<file path="src/rtl/elastic_unshift.sv">
// Receive-side unscaler: 2-entry skid buffer that right-shifts accepted words by SHIFT,
// flags words with non-zero low bits and counts delivered beats.
// Optional build macro ELASTIC_UNSHIFT_DROP_EN drops flagged words and adds drop_cnt.
module elastic_unshift #(
    parameter int unsigned DW    = 32,
    parameter int unsigned SHIFT = 2,
    parameter int unsigned CNT_W = 16
) (
    input  logic             clk,
    input  logic             rst,
    input  logic [DW-1:0]    t0_data,
    input  logic             t0_valid,
    output logic             t0_ready,
    output logic [DW-1:0]    i0_data,
    output logic             i0_valid,
    input  logic             i0_ready,
    input  logic             err_clr,
    output logic             err_low_bits,
    output logic [CNT_W-1:0] beat_cnt
`ifdef ELASTIC_UNSHIFT_DROP_EN
    ,
    output logic [CNT_W-1:0] drop_cnt
`endif
);

    typedef enum logic [1:0] {
        StEmpty,
        StBusy,
        StFull
    } state_e;

    state_e           state_q, state_d;
    logic [DW-1:0]    out_q, out_d;
    logic [DW-1:0]    skid_q, skid_d;
    logic             err_q, err_d;
    logic [CNT_W-1:0] beat_q, beat_d;

    logic             accept;
    logic             deliver;
    logic             low_bits_set;
    logic             enq;
    logic [DW-1:0]    shifted;

    // Ready depends only on registered state and rst, never on i0_ready.
    assign t0_ready     = (state_q != StFull) && !rst;
    assign i0_valid     = (state_q != StEmpty);
    assign i0_data      = out_q;
    assign err_low_bits = err_q;
    assign beat_cnt     = beat_q;

    assign accept       = t0_valid && t0_ready;
    assign deliver      = i0_valid && i0_ready;
    assign low_bits_set = |t0_data[SHIFT-1:0];
    assign shifted      = t0_data >> SHIFT;

`ifdef ELASTIC_UNSHIFT_DROP_EN
    // Flagged words complete the handshake but never enter the buffer.
    assign enq = accept && !low_bits_set;
`else
    assign enq = accept;
`endif

    always_comb begin
        state_d = state_q;
        out_d   = out_q;
        skid_d  = skid_q;
        unique case (state_q)
            StEmpty: begin
                if (enq) begin
                    state_d = StBusy;
                    out_d   = shifted;
                end
            end
            StBusy: begin
                if (enq && deliver) begin
                    out_d = shifted;
                end else if (enq) begin
                    state_d = StFull;
                    skid_d  = shifted;
                end else if (deliver) begin
                    state_d = StEmpty;
                end
            end
            StFull: begin
                if (deliver) begin
                    state_d = StBusy;
                    out_d   = skid_q;
                end
            end
            default: begin
                state_d = StEmpty;
            end
        endcase
    end

    always_comb begin
        err_d = err_q;
        if (err_clr) begin
            err_d = 1'b0;
        end
        // A new error in the clearing cycle wins.
        if (accept && low_bits_set) begin
            err_d = 1'b1;
        end
    end

    always_comb begin
        beat_d = beat_q;
        if (deliver) begin
            beat_d = beat_q + CNT_W'(1);
        end
    end

    always_ff @(posedge clk) begin
        if (rst) begin
            state_q <= StEmpty;
            out_q   <= '0;
            skid_q  <= '0;
            err_q   <= 1'b0;
            beat_q  <= '0;
        end else begin
            state_q <= state_d;
            out_q   <= out_d;
            skid_q  <= skid_d;
            err_q   <= err_d;
            beat_q  <= beat_d;
        end
    end

`ifdef ELASTIC_UNSHIFT_DROP_EN
    logic [CNT_W-1:0] drop_q, drop_d;

    assign drop_cnt = drop_q;

    always_comb begin
        drop_d = drop_q;
        if (accept && low_bits_set) begin
            drop_d = drop_q + CNT_W'(1);
        end
    end

    always_ff @(posedge clk) begin
        if (rst) begin
            drop_q <= '0;
        end else begin
            drop_q <= drop_d;
        end
    end
`endif

endmodule
</file>
<file path="config.mk">
export PLATFORM = sky130hd
export DESIGN_NAME = elastic_unshift
export DESIGN_NICKNAME = d
export VERILOG_FILES = /design/src/rtl/elastic_unshift.sv
export SDC_FILE = /design/constraint.sdc
export NUM_CORES = 1
export LEC_CHECK = 0
export ABC_CLOCK_PERIOD_IN_PS = 2500
export BUFFER_PORTS_ARGS = -buffer_cell sky130_fd_sc_hd__clkbuf_2
export CELL_PAD_IN_SITES_DETAIL_PLACEMENT = 1
export CELL_PAD_IN_SITES_GLOBAL_PLACEMENT = 1
export CORE_MARGIN = 2
export CORE_UTILIZATION = 30
export CTS_BUF_LIST = sky130_fd_sc_hd__clkbuf_8
export DETAILED_ROUTE_END_ITERATION = 10
export PLACE_DENSITY = 0.63
export SLEW_MARGIN = 20
export SYNTH_ARGS = -nofsm -noshare
export SYNTH_HDL_FRONTEND = slang
export SYNTH_SLANG_ARGS = --single-unit
</file>
<file path="constraint.sdc">
create_clock -name clk -period 2.5 [get_ports clk]
set_input_delay 0.625 -clock clk [delete_from_list [all_inputs] [get_ports clk]]
set_output_delay 0.625 -clock clk [all_outputs]
set_load 0.02 [all_outputs]
</file>
==> run_summary.xml, run 1 <==
<?xml version="1.0" encoding="UTF-8"?>
<metrics>
  <group name="status">
    <metric name="outcome" unit="">complete, no violations</metric>
  </group>
  <group name="routing">
    <metric name="drtIter0Drc" unit="">65</metric>
    <metric name="routed_wl" unit="mm">7.803</metric>
    <metric name="route.detailed.vias_per_inst" unit="">4.742</metric>
    <metric name="detail_route.drc_violations" unit="">0</metric>
    <metric name="postRouteAntennaNets" unit="">0</metric>
    <metric name="detailed_route_via_count" unit="">2660</metric>
    <metric name="initial_drt_pass_iterations" unit="">4</metric>
    <metric name="detail_route.wl_per_cell" unit="µm">13.91</metric>
  </group>
  <group name="worst_setup_path">
    <metric name="worstSetupEndpointType" unit="">output port</metric>
    <metric name="max_stage_delay" unit="ps">660</metric>
    <metric name="critical_path_cell_count" unit="">3</metric>
    <metric name="worst_ep_required_time" unit="ps">1880</metric>
    <metric name="crit_slowest_cell" unit="">sky130_fd_sc_hd__dfxtp_1</metric>
    <metric name="r2r.worst_path.cells" unit="">4</metric>
    <metric name="worst_r2r_endpoint" unit="">beat_cnt[15]</metric>
    <metric name="cp.buffers_inverters" unit="">1</metric>
    <metric name="worstSetupStartpoint" unit="">state_q[1]</metric>
    <metric name="r2r_slack" unit="ps">580</metric>
    <metric name="worst-setup-path-type" unit="">reg2out</metric>
    <metric name="timing.critical_path.to" unit="">t0_ready</metric>
    <metric name="critical_path.startpoint_type" unit="">register</metric>
    <metric name="worstReg2RegStart" unit="">state_q[1]</metric>
    <metric name="critical_path.top_delay_family" unit="">flip-flops</metric>
    <metric name="worst-endpoint-arrival" unit="ps">1440</metric>
    <metric name="worstPathMaxFanout" unit="">10</metric>
    <metric name="crit_chain" unit="">nand2b_2, nor2b_1, clkbuf_2</metric>
  </group>
  <group name="global_routing">
    <metric name="via_count_of_the_first_global_routing_pass" unit="">2750</metric>
    <metric name="grt_first_pass_wirelength" unit="mm">12.73</metric>
    <metric name="initial_antenna_violation_count" unit="">0</metric>
    <metric name="grt_util_all_layers" unit="">0.1357</metric>
    <metric name="grt_max_degree" unit="">59</metric>
    <metric name="gr-total-overflow" unit="">0</metric>
  </group>
  <group name="pwr">
    <metric name="power.internal" unit="mW">2.112</metric>
    <metric name="p_leak" unit="nW">1.856</metric>
    <metric name="power.switching_fraction" unit="">0.2468</metric>
    <metric name="switching_power" unit="µW">692.0</metric>
    <metric name="power.clock.fraction" unit="">0.414</metric>
    <metric name="power_density" unit="nW/µm²">678.6</metric>
    <metric name="ir_worst_vdd" unit="mV">0.3115</metric>
    <metric name="power_frac_seq" unit="">0.477</metric>
    <metric name="combPwrFrac" unit="">0.108</metric>
  </group>
  <group name="timing">
    <metric name="timing.final.crit_share" unit="">0.8258</metric>
    <metric name="fmax" unit="MHz">484.4</metric>
    <metric name="final.min_clock_period" unit="ps">2064</metric>
    <metric name="timing.final.ws_setup" unit="ps">435.6</metric>
    <metric name="tns" unit="ps">0</metric>
    <metric name="report.final.hold_viol_count" unit="">0</metric>
    <metric name="slew_viol_final" unit="">0</metric>
    <metric name="setup_viol" unit="">0</metric>
    <metric name="grt_setup_unrepaired" unit="">no</metric>
    <metric name="fin_skew" unit="ps">5.770</metric>
    <metric name="timing_worst_slew_pin_value" unit="ps">607.6</metric>
    <metric name="hold_ws" unit="ps">478.8</metric>
    <metric name="relSlewSlack" unit="">0.5950</metric>
  </group>
  <group name="floorplanning">
    <metric name="number_of_rows_created_at_floorplan" unit="">38</metric>
    <metric name="io-pin-count" unit="">88</metric>
    <metric name="die_h" unit="µm">110.3</metric>
    <metric name="dieWidth" unit="µm">110.3</metric>
    <metric name="die_area" unit="µm²">12160</metric>
    <metric name="placeableCoreArea" unit="µm²">10940</metric>
    <metric name="initial_core_util" unit="">0.3097</metric>
  </group>
  <group name="min_path">
    <metric name="timing.hold.worst.class" unit="">reg2reg</metric>
    <metric name="worst_hold_path.num_cells" unit="">2</metric>
  </group>
  <group name="logic_synthesis">
    <metric name="synth_area_leaders" unit="">sky130_fd_sc_hd__dfxtp_1, sky130_fd_sc_hd__mux2i_1, sky130_fd_sc_hd__nor2_1, sky130_fd_sc_hd__a211oi_1, sky130_fd_sc_hd__buf_4</metric>
    <metric name="netlist.area_leader.share" unit="">0.4669</metric>
    <metric name="synth_enable_flop_cells" unit="">0</metric>
    <metric name="post_synthesis_mux_area_share" unit="">0.1995</metric>
    <metric name="yosys.area_share.simple" unit="">0.1596</metric>
    <metric name="synth.top_cells.by_count" unit="">sky130_fd_sc_hd__nor2_1, sky130_fd_sc_hd__dfxtp_1, sky130_fd_sc_hd__mux2i_1, sky130_fd_sc_hd__a211oi_1</metric>
    <metric name="post_synthesis_area_per_instance" unit="µm²">9.991</metric>
    <metric name="synth.cell_area" unit="µm²">3387</metric>
    <metric name="synth_flop_cell" unit="">sky130_fd_sc_hd__dfxtp_1</metric>
    <metric name="instance_count_of_the_mapped_netlist" unit="">339</metric>
    <metric name="dominant_combinational_cell_family_by_area_after_synthesis" unit="">multiplexers</metric>
    <metric name="yosysMostFrequentCell" unit="">sky130_fd_sc_hd__nor2_1</metric>
    <metric name="synth_area_leader_cell" unit="">sky130_fd_sc_hd__dfxtp_1</metric>
    <metric name="ys_types" unit="">39</metric>
    <metric name="ys_seq_elements" unit="">79</metric>
    <metric name="ys_async_sr_fraction" unit="">0</metric>
    <metric name="synth-compound-area-share" unit="">0.09272</metric>
    <metric name="ys_seq_area_frac" unit="">0.4669</metric>
    <metric name="yosysWarningCount" unit="">0</metric>
    <metric name="synthXorXnorAreaFrac" unit="">0.02586</metric>
    <metric name="post_synth_fa_ha_maj_area_fraction" unit="">0.003694</metric>
  </group>
  <group name="flow_run">
    <metric name="number_of_max_cap_violations" unit="">0</metric>
  </group>
  <group name="place">
    <metric name="preCtsSetupSlack" unit="ps">376.9</metric>
    <metric name="port_buf_inserts" unit="">85</metric>
    <metric name="globalplace.congestion" unit="">0.7301</metric>
    <metric name="dp_hpwl" unit="mm">5.373</metric>
  </group>
  <group name="clock_network">
    <metric name="number_of_gates_given_a_new_drive_strength_after_cts" unit="">0</metric>
    <metric name="cts-root-buf" unit="">sky130_fd_sc_hd__clkbuf_8</metric>
    <metric name="cts_post_setup_buffers_inserted" unit="">0</metric>
    <metric name="numCtsBuffers" unit="">9</metric>
    <metric name="clock_latency" unit="ps">350</metric>
    <metric name="worst_path_clk_slew" unit="ps">80</metric>
    <metric name="hold_buffers" unit="">0</metric>
    <metric name="cts_buffer_depth" unit="">2</metric>
    <metric name="cts.sinks" unit="">79</metric>
    <metric name="tritoncts" unit="">done</metric>
    <metric name="htree_levels" unit="">3</metric>
  </group>
  <group name="finish">
    <metric name="final_net_count" unit="">454</metric>
    <metric name="inserted_diodes" unit="">0</metric>
    <metric name="layout.core_utilization" unit="">0.3778</metric>
    <metric name="layout_area_growth_over_synthesis" unit="%">21.98</metric>
    <metric name="final_layout_size_suffix_gt1_frac" unit="">0.2898</metric>
  </group>
</metrics>
registers in the layout, summed over array words and instances, names as in the netlist:
name	flops
i0_data	30
skid_q	30
beat_cnt	16
state_q	2
err_low_bits	1
placed cells by master (no fill, tap or decap), types with 4 or more instances in the layout:
| master | count |
|---|---|
| sky130_fd_sc_hd__clkbuf_2 | 85 |
| sky130_fd_sc_hd__dfxtp_1 | 79 |
| sky130_fd_sc_hd__nand3_1 | 6 |
| sky130_fd_sc_hd__xor2_1 | 4 |
| sky130_fd_sc_hd__nor2_1 | 80 |
| sky130_fd_sc_hd__mux2i_1 | 63 |
| sky130_fd_sc_hd__a211oi_1 | 30 |
| sky130_fd_sc_hd__buf_4 | 7 |
| sky130_fd_sc_hd__clkbuf_8 | 10 |
| sky130_fd_sc_hd__xnor2_1 | 6 |
| sky130_fd_sc_hd__nor2b_1 | 4 |
| sky130_fd_sc_hd__mux2_2 | 4 |
power groups by stage:
stage               clock, mW  sequential, mW  combinational (mW)
finish                   1.16            1.34               0.304
floorplan                   0            1.41               0.160
CTS                      1.20            1.34               0.312
global placement            0            1.37               0.301
detailed placement          0            1.37               0.311
global route             1.26            1.35               0.339
layer usage:
layer | GRT usage | up-vias | wire length, µm
met3 | 0.03762 | 12 | 441
met1 | 0.1611 | 1258 | 3522
met4 | 0.06429 | 0 | 158
li1 | - | 1327 | -
met5 | 0 | - | 0
met2 | 0.2266 | 63 | 3680
worst min path at each step:
stage | to | start
global placement | err_low_bits | err_low_bits
floorplan | skid_q[0] | skid_q[0]
finish | err_low_bits | err_low_bits
global route | err_low_bits | err_low_bits
CTS | err_low_bits | err_low_bits
detailed placement | err_low_bits | err_low_bits
cell type report:
cell class | instances | area (µm²)
fill | 1271 | 6804
multi-input combinational | 231 | 1640
sequential | 79 | 1582
timing repair buffer | 92 | 478.0
tap | 140 | 175.2
clock buffer | 10 | 137.6
clock inverter | 6 | 107.6
inverter | 3 | 11.26
worst min-delay path, cell delays in order (launching register included):
cell and delay, ps:
sky130_fd_sc_hd__dfxtp_1 320, sky130_fd_sc_hd__nand2b_1 60, sky130_fd_sc_hd__a21oi_1 50
per-stage QoR:
| step | cell area, µm² | instances | power [mW] |
|---|---|---|---|
| after global placement | 3886 | 545 | 1.669 |
| final | 4131 | 561 | 2.804 |
| after detailed placement | 3886 | 545 | 1.680 |
| after global routing | 4131 | 561 | 2.944 |
| after CTS | 4131 | 561 | 2.854 |
| after floorplan | 3391 | 340 | 1.571 |
cell families after synthesis:
logic type / count (synthesis)
AND/OR/NAND/NOR: 112
multiplexers: 67
other: 1
buffers and inverters: 30
flip-flops: 79
AO/OA/AOI/OAI: 39
adder cells (fa/ha/maj): 1
XOR/XNOR: 10
Power figures use the tool's default switching activity.
==> run 2, diff against run 1 <==
Settings changed: ABC_CLOCK_PERIOD_IN_PS 2500 to 1850, PLACE_DENSITY 0.63 to 0.66.
Clock period 2.5 ns to 1.85 ns, I/O delays scaled along.
==> run 2 against run 1 <==
Clock power grew 9%. Via count grew 0.45%. Hold slack lost 120 ps. Clock skew shrank 1.7 ps. Count of clock-buffer cells in the layout is the same. Sequential share of layout area shrank 0.71 points. Sequential power grew 35%. Setup slack lost 350 ps. Wire length grew 1.2%. Design area grew 2.2%. First-iteration DRC count shrank 17%. Critical path type unchanged.
==> run_summary.xml, run 2 (same netlist as run 1, synthesis figures left out) <==
<?xml version="1.0" encoding="UTF-8"?>
<metrics>
  <group name="finish">
    <metric name="final_layout_size_suffix_gt1_frac" unit="">0.3102</metric>
    <metric name="final_net_count" unit="">465</metric>
    <metric name="layout_area_growth_over_synthesis" unit="%">24.68</metric>
    <metric name="mostFrequentLayoutCell" unit="">sky130_fd_sc_hd__clkbuf_2</metric>
    <metric name="fillCellCount" unit="">1297</metric>
    <metric name="layout.cells.most_common_list" unit="">sky130_fd_sc_hd__clkbuf_2, sky130_fd_sc_hd__nor2_1, sky130_fd_sc_hd__dfxtp_1</metric>
    <metric name="inserted_diodes" unit="">0</metric>
    <metric name="register_area" unit="µm²">1587</metric>
    <metric name="multi_input_area" unit="µm²">1643</metric>
    <metric name="fin_area" unit="µm²">4223</metric>
  </group>
  <group name="timing">
    <metric name="final.min_clock_period" unit="ps">1761</metric>
    <metric name="timing.final.crit_share" unit="">0.9517</metric>
    <metric name="fin_skew" unit="ps">4.027</metric>
    <metric name="slew_viol_final" unit="">0</metric>
    <metric name="grt_setup_unrepaired" unit="">no</metric>
    <metric name="setup_viol" unit="">0</metric>
    <metric name="fmax" unit="MHz">568.0</metric>
    <metric name="tns" unit="ps">0</metric>
    <metric name="report.final.hold_viol_count" unit="">0</metric>
    <metric name="relSlewSlack" unit="">0.6456</metric>
    <metric name="timing_worst_slew_pin_value" unit="ps">531.6</metric>
    <metric name="timing.final.ws_setup" unit="ps">89.41</metric>
  </group>
  <group name="pwr">
    <metric name="ir_worst_vdd" unit="mV">0.2951</metric>
    <metric name="power_frac_seq" unit="">0.515</metric>
    <metric name="p_leak" unit="nW">1.916</metric>
    <metric name="switching_power" unit="µW">924.3</metric>
    <metric name="power_density" unit="nW/µm²">830.3</metric>
    <metric name="power.clock.fraction" unit="">0.363</metric>
    <metric name="combPwrFrac" unit="">0.122</metric>
    <metric name="power.switching_fraction" unit="">0.2636</metric>
    <metric name="power.internal" unit="mW">2.582</metric>
  </group>
  <group name="place">
    <metric name="dp_hpwl" unit="mm">5.348</metric>
    <metric name="preCtsSetupSlack" unit="ps">36.09</metric>
    <metric name="port_buf_inserts" unit="">85</metric>
    <metric name="placed_cell_area" unit="µm²">4011</metric>
    <metric name="globalplace.congestion" unit="">0.8173</metric>
  </group>
  <group name="worst_setup_path">
    <metric name="max_stage_delay" unit="ps">420</metric>
    <metric name="worst-setup-path-type" unit="">reg2out</metric>
    <metric name="worstSetupEndpointType" unit="">output port</metric>
    <metric name="crit_chain" unit="">buf_6, nand2b_2, nor2b_2, buf_4</metric>
    <metric name="worst-endpoint-arrival" unit="ps">1300</metric>
    <metric name="worstPathMaxFanout" unit="">8</metric>
    <metric name="worst_ep_required_time" unit="ps">1390</metric>
    <metric name="r2r.worst_path.cells" unit="">6</metric>
    <metric name="critical_path.startpoint_type" unit="">register</metric>
    <metric name="crit_slowest_cell" unit="">sky130_fd_sc_hd__dfxtp_4</metric>
  </group>
  <group name="floorplanning">
    <metric name="dieWidth" unit="µm">110.3</metric>
    <metric name="die_area" unit="µm²">12160</metric>
    <metric name="initial_core_util" unit="">0.3097</metric>
    <metric name="die_h" unit="µm">110.3</metric>
    <metric name="placeableCoreArea" unit="µm²">10940</metric>
    <metric name="number_of_rows_created_at_floorplan" unit="">38</metric>
    <metric name="io-pin-count" unit="">88</metric>
  </group>
  <group name="clock_network">
    <metric name="clock_latency" unit="ps">360</metric>
    <metric name="cts_buffer_depth" unit="">2</metric>
    <metric name="hold_buffers" unit="">0</metric>
    <metric name="tritoncts" unit="">done</metric>
    <metric name="numCtsBuffers" unit="">9</metric>
    <metric name="worst_path_clk_slew" unit="ps">80</metric>
    <metric name="htree_levels" unit="">3</metric>
    <metric name="cts-root-buf" unit="">sky130_fd_sc_hd__clkbuf_8</metric>
    <metric name="cts.sinks" unit="">79</metric>
  </group>
  <group name="routing">
    <metric name="route.detailed.vias_per_inst" unit="">4.671</metric>
    <metric name="detailed_route_via_count" unit="">2672</metric>
    <metric name="initial_drt_pass_iterations" unit="">4</metric>
    <metric name="routed_wl" unit="mm">7.897</metric>
    <metric name="drtIter0Drc" unit="">54</metric>
    <metric name="detail_route.drc_violations" unit="">0</metric>
    <metric name="detail_route.wl_per_cell" unit="µm">13.81</metric>
    <metric name="postRouteAntennaNets" unit="">0</metric>
  </group>
  <group name="global_routing">
    <metric name="via_count_of_the_first_global_routing_pass" unit="">2657</metric>
    <metric name="grt_max_degree" unit="">84</metric>
    <metric name="initial_antenna_violation_count" unit="">0</metric>
    <metric name="grt_util_all_layers" unit="">0.1375</metric>
    <metric name="grt_first_pass_wirelength" unit="mm">12.66</metric>
    <metric name="gr-total-overflow" unit="">0</metric>
  </group>
  <group name="flow_run">
    <metric name="number_of_max_cap_violations" unit="">0</metric>
  </group>
  <group name="min_path">
    <metric name="worst_hold_path.num_cells" unit="">3</metric>
    <metric name="timing.hold.worst.class" unit="">in2reg</metric>
  </group>
  <group name="status">
    <metric name="outcome" unit="">complete, no violations</metric>
  </group>
</metrics>
## run 2: cell types whose count changed in the layout (fill, tap and decap cells not counted), sizes merged
cell and delta:
clkinv +1, bufinv -2, inv +2, buf +12, clkbuf -1, clkinvlp -1
## run 2: layer usage
metal / share of wire / GRT usage / up-vias / wire [µm]
met5: 0 / 0 / - / 0
met4: 0.018 / 0.06429 / 0 / 139
met3: 0.055 / 0.04292 / 9 / 432
met2: 0.49 / 0.2309 / 59 / 3835
met1: 0.44 / 0.1593 / 1250 / 3490
li1: - / - / 1354 / -
## run 2: final timing paths
check                    start           end  slack, ps
setup / recovery    state_q[1]      t0_ready         90
hold / removal         err_clr  err_low_bits        360
setup reg to reg   beat_cnt[1]  beat_cnt[10]        180
hold reg to reg   err_low_bits  err_low_bits        480
## run 2: through the flow
stage	util	cells	total power, mW	hold slack (ps)
finish	0.3862	572	3.506	356.9
global route	0.3862	572	3.685	356.1
CTS	0.3847	571	3.567	335.1
detailed placement	0.3668	555	2.281	461.1
global placement	0.3668	555	2.269	456.5
floorplan	-	340	2.122	459.6
## run 2: area by class of cell
class                   count  area share
multi-input cells         231      0.3890
flip-flops and latches     79      0.3757
repair buffers            103      0.1461
well taps                 140     0.04148
clock buffers              10     0.03259
clock inverters             6     0.01244
inverters                   3    0.002667
## run 2: power by group through the flow
stage	registers, mW	clock network (mW)	logic, mW
after CTS	1.81	1.32	0.436
after global placement	1.85	0	0.423
after detailed placement	1.85	0	0.433
final	1.81	1.27	0.428
after global routing	1.82	1.39	0.477
after floorplan	1.91	0	0.217
## run 2: critical path: cells and delay by family (launching register included)
kind          cells  cell delay, ps
flops             1             420
simple gates      2             240
buf+inv           2             280
## run 2: repair_timing
action | CTS | global route
endpoints found under the setup margin | 1 | 1
buffers inserted | 0 | 1
gates resized for setup | 3 | 4
==> run 3, diff against run 2 <==
Settings changed: SETUP_SLACK_MARGIN from default to 0.3.
==> run 3 against run 2 <==
Combinational power grew 22%. Power rose by 4.9%. Critical endpoint unchanged. Register-to-register slack gained 110 ps.
==> run_summary.xml, run 3 (same netlist as run 1, synthesis figures left out) <==
<?xml version="1.0" encoding="UTF-8"?>
<metrics>
  <group name="flow_run">
    <metric name="number_of_max_cap_violations" unit="">0</metric>
  </group>
  <group name="global_routing">
    <metric name="via_count_of_the_first_global_routing_pass" unit="">2657</metric>
    <metric name="grt_util_all_layers" unit="">0.1415</metric>
    <metric name="gr-total-overflow" unit="">0</metric>
    <metric name="grt_max_degree" unit="">43</metric>
    <metric name="grt_first_pass_wirelength" unit="mm">13.07</metric>
    <metric name="initial_antenna_violation_count" unit="">0</metric>
  </group>
  <group name="floorplanning">
    <metric name="io-pin-count" unit="">88</metric>
    <metric name="die_area" unit="µm²">12160</metric>
    <metric name="die_h" unit="µm">110.3</metric>
    <metric name="initial_core_util" unit="">0.3097</metric>
    <metric name="number_of_rows_created_at_floorplan" unit="">38</metric>
    <metric name="placeableCoreArea" unit="µm²">10940</metric>
    <metric name="dieWidth" unit="µm">110.3</metric>
  </group>
  <group name="clock_network">
    <metric name="worst_path_clk_slew" unit="ps">90</metric>
    <metric name="tritoncts" unit="">done</metric>
    <metric name="htree_levels" unit="">3</metric>
    <metric name="cts.sinks" unit="">79</metric>
    <metric name="cts_buffer_depth" unit="">2</metric>
    <metric name="hold_buffers" unit="">0</metric>
    <metric name="clock_latency" unit="ps">350</metric>
    <metric name="numCtsBuffers" unit="">9</metric>
    <metric name="cts-root-buf" unit="">sky130_fd_sc_hd__clkbuf_8</metric>
  </group>
  <group name="finish">
    <metric name="layout.cells.most_common_list" unit="">sky130_fd_sc_hd__clkbuf_2, sky130_fd_sc_hd__nor2_1, sky130_fd_sc_hd__dfxtp_1</metric>
    <metric name="mostFrequentLayoutCell" unit="">sky130_fd_sc_hd__clkbuf_2</metric>
    <metric name="final_net_count" unit="">480</metric>
    <metric name="layout_area_growth_over_synthesis" unit="%">37.79</metric>
    <metric name="final_layout_size_suffix_gt1_frac" unit="">0.3870</metric>
    <metric name="stdcell_count" unit="">587</metric>
    <metric name="inserted_diodes" unit="">0</metric>
    <metric name="layout.core_utilization" unit="">0.4268</metric>
  </group>
  <group name="routing">
    <metric name="detail_route.wl_per_cell" unit="µm">15.51</metric>
    <metric name="drtIter0Drc" unit="">72</metric>
    <metric name="routed_wl" unit="mm">9.106</metric>
    <metric name="initial_drt_pass_iterations" unit="">4</metric>
    <metric name="detailed_route_via_count" unit="">2785</metric>
    <metric name="route.detailed.vias_per_inst" unit="">4.744</metric>
    <metric name="postRouteAntennaNets" unit="">0</metric>
    <metric name="detail_route.drc_violations" unit="">0</metric>
  </group>
  <group name="place">
    <metric name="globalplace.congestion" unit="">0.6817</metric>
    <metric name="port_buf_inserts" unit="">85</metric>
    <metric name="dp_hpwl" unit="mm">5.337</metric>
    <metric name="placed_cells" unit="">549</metric>
  </group>
  <group name="timing">
    <metric name="slew_viol_final" unit="">0</metric>
    <metric name="report.final.hold_viol_count" unit="">0</metric>
    <metric name="tns" unit="ps">0</metric>
    <metric name="fin_skew" unit="ps">11.99</metric>
    <metric name="fmax" unit="MHz">622.5</metric>
    <metric name="grt_setup_unrepaired" unit="">yes</metric>
    <metric name="setup_viol" unit="">0</metric>
    <metric name="timing.final.crit_share" unit="">0.8683</metric>
    <metric name="final.min_clock_period" unit="ps">1606</metric>
    <metric name="hold_ws" unit="ps">364.4</metric>
  </group>
  <group name="worst_setup_path">
    <metric name="worst-setup-path-type" unit="">reg2out</metric>
    <metric name="critical_path.startpoint_type" unit="">register</metric>
    <metric name="worstPathMaxFanout" unit="">3</metric>
    <metric name="crit_chain" unit="">buf_6, nand2b_4, nor2b_4, buf_8</metric>
    <metric name="max_stage_delay" unit="ps">360</metric>
    <metric name="worstSetupEndpointType" unit="">output port</metric>
    <metric name="worst-endpoint-arrival" unit="ps">1140</metric>
    <metric name="crit_slowest_cell" unit="">sky130_fd_sc_hd__dfxtp_4</metric>
    <metric name="worst_ep_required_time" unit="ps">1390</metric>
    <metric name="r2r.worst_path.cells" unit="">7</metric>
  </group>
  <group name="pwr">
    <metric name="ir_worst_vdd" unit="mV">0.3205</metric>
    <metric name="p_leak" unit="nW">2.091</metric>
    <metric name="total_power" unit="mW">3.677</metric>
    <metric name="power_density" unit="nW/µm²">788.0</metric>
  </group>
  <group name="min_path">
    <metric name="worst_hold_path.num_cells" unit="">3</metric>
    <metric name="timing.hold.worst.class" unit="">in2reg</metric>
  </group>
  <group name="status">
    <metric name="outcome" unit="">complete, no violations</metric>
  </group>
</metrics>
## run 3: cell types whose count changed in the layout (fill, tap and decap cells not counted), moves of 4 or more
cell / before / now
sky130_fd_sc_hd__dfxtp_1: 77 / 65
sky130_fd_sc_hd__dfxtp_2: 1 / 5
sky130_fd_sc_hd__a211oi_1: 30 / 26
sky130_fd_sc_hd__dfxtp_4: 1 / 9
sky130_fd_sc_hd__a211oi_2: 0 / 4
sky130_fd_sc_hd__clkbuf_16: 0 / 5
sky130_fd_sc_hd__buf_6: 1 / 5
## run 3: worst max-delay path: cells and delay by family, from the launching register on
family | cells | cell delay [ps]
DFF | 1 | 360
buffers and inverters | 2 | 240
and+or+nand+nor | 2 | 200
## run 3: repair_timing
action | CTS | global route
setup endpoints to repair | 65 | 59
gates resized for setup | 17 | 18
setup buffers | 5 | 9
pin swaps | 3 | 21
gates cloned | 3 | 5
## run 3: metrics by stage
step | cell area [µm²] | worst slack [ps]
6_report | 4667 | 243.7
5_1_grt | 4667 | 182.7
4_1_cts | 4383 | 204.6
3_5_place_dp | 4005 | 26.26
3_3_place_gp | 4005 | 93.22
2_1_floorplan | 3445 | 284.9
## run 3: report_power, final
| part | leakage [nW] | internal (mW) | switching [mW] |
|---|---|---|---|
| registers | 0.653 | 1.76 | 0.0415 |
| clock network | 0.114 | 0.726 | 0.628 |
| logic | 1.33 | 0.234 | 0.290 |
| total | 2.09 | 2.72 | 0.960 |
## run 3: worst paths after layout
path / from / end / slack, ps
worst min register to register: err_low_bits / err_low_bits / 480
worst min-delay path: t0_data[9] / skid_q[7] / 360
worst max-delay path: state_q[1] / t0_ready / 240
worst max register to register: state_q[1] / i0_data[21] / 290
## run 3: layout make-up
cell class	count	area, µm²
inverters	3	11.26
fillers	1258	6269
flip-flops and latches	79	1622
clock buffers	12	165.2
multi-input cells	231	1745
clock inverters	4	43.79
well taps	140	175.2
repair buffers	118	904.6
## run 3: metal layers
metal / vias to the layer above / share of wire / global-route usage
met2: 60 / 0.47 / 0.2296
met4: 0 / 0.017 / 0.06429
met1: 1338 / 0.47 / 0.1779
li1: 1375 / - / -
met3: 12 / 0.048 / 0.03351
met5: - / 0 / 0
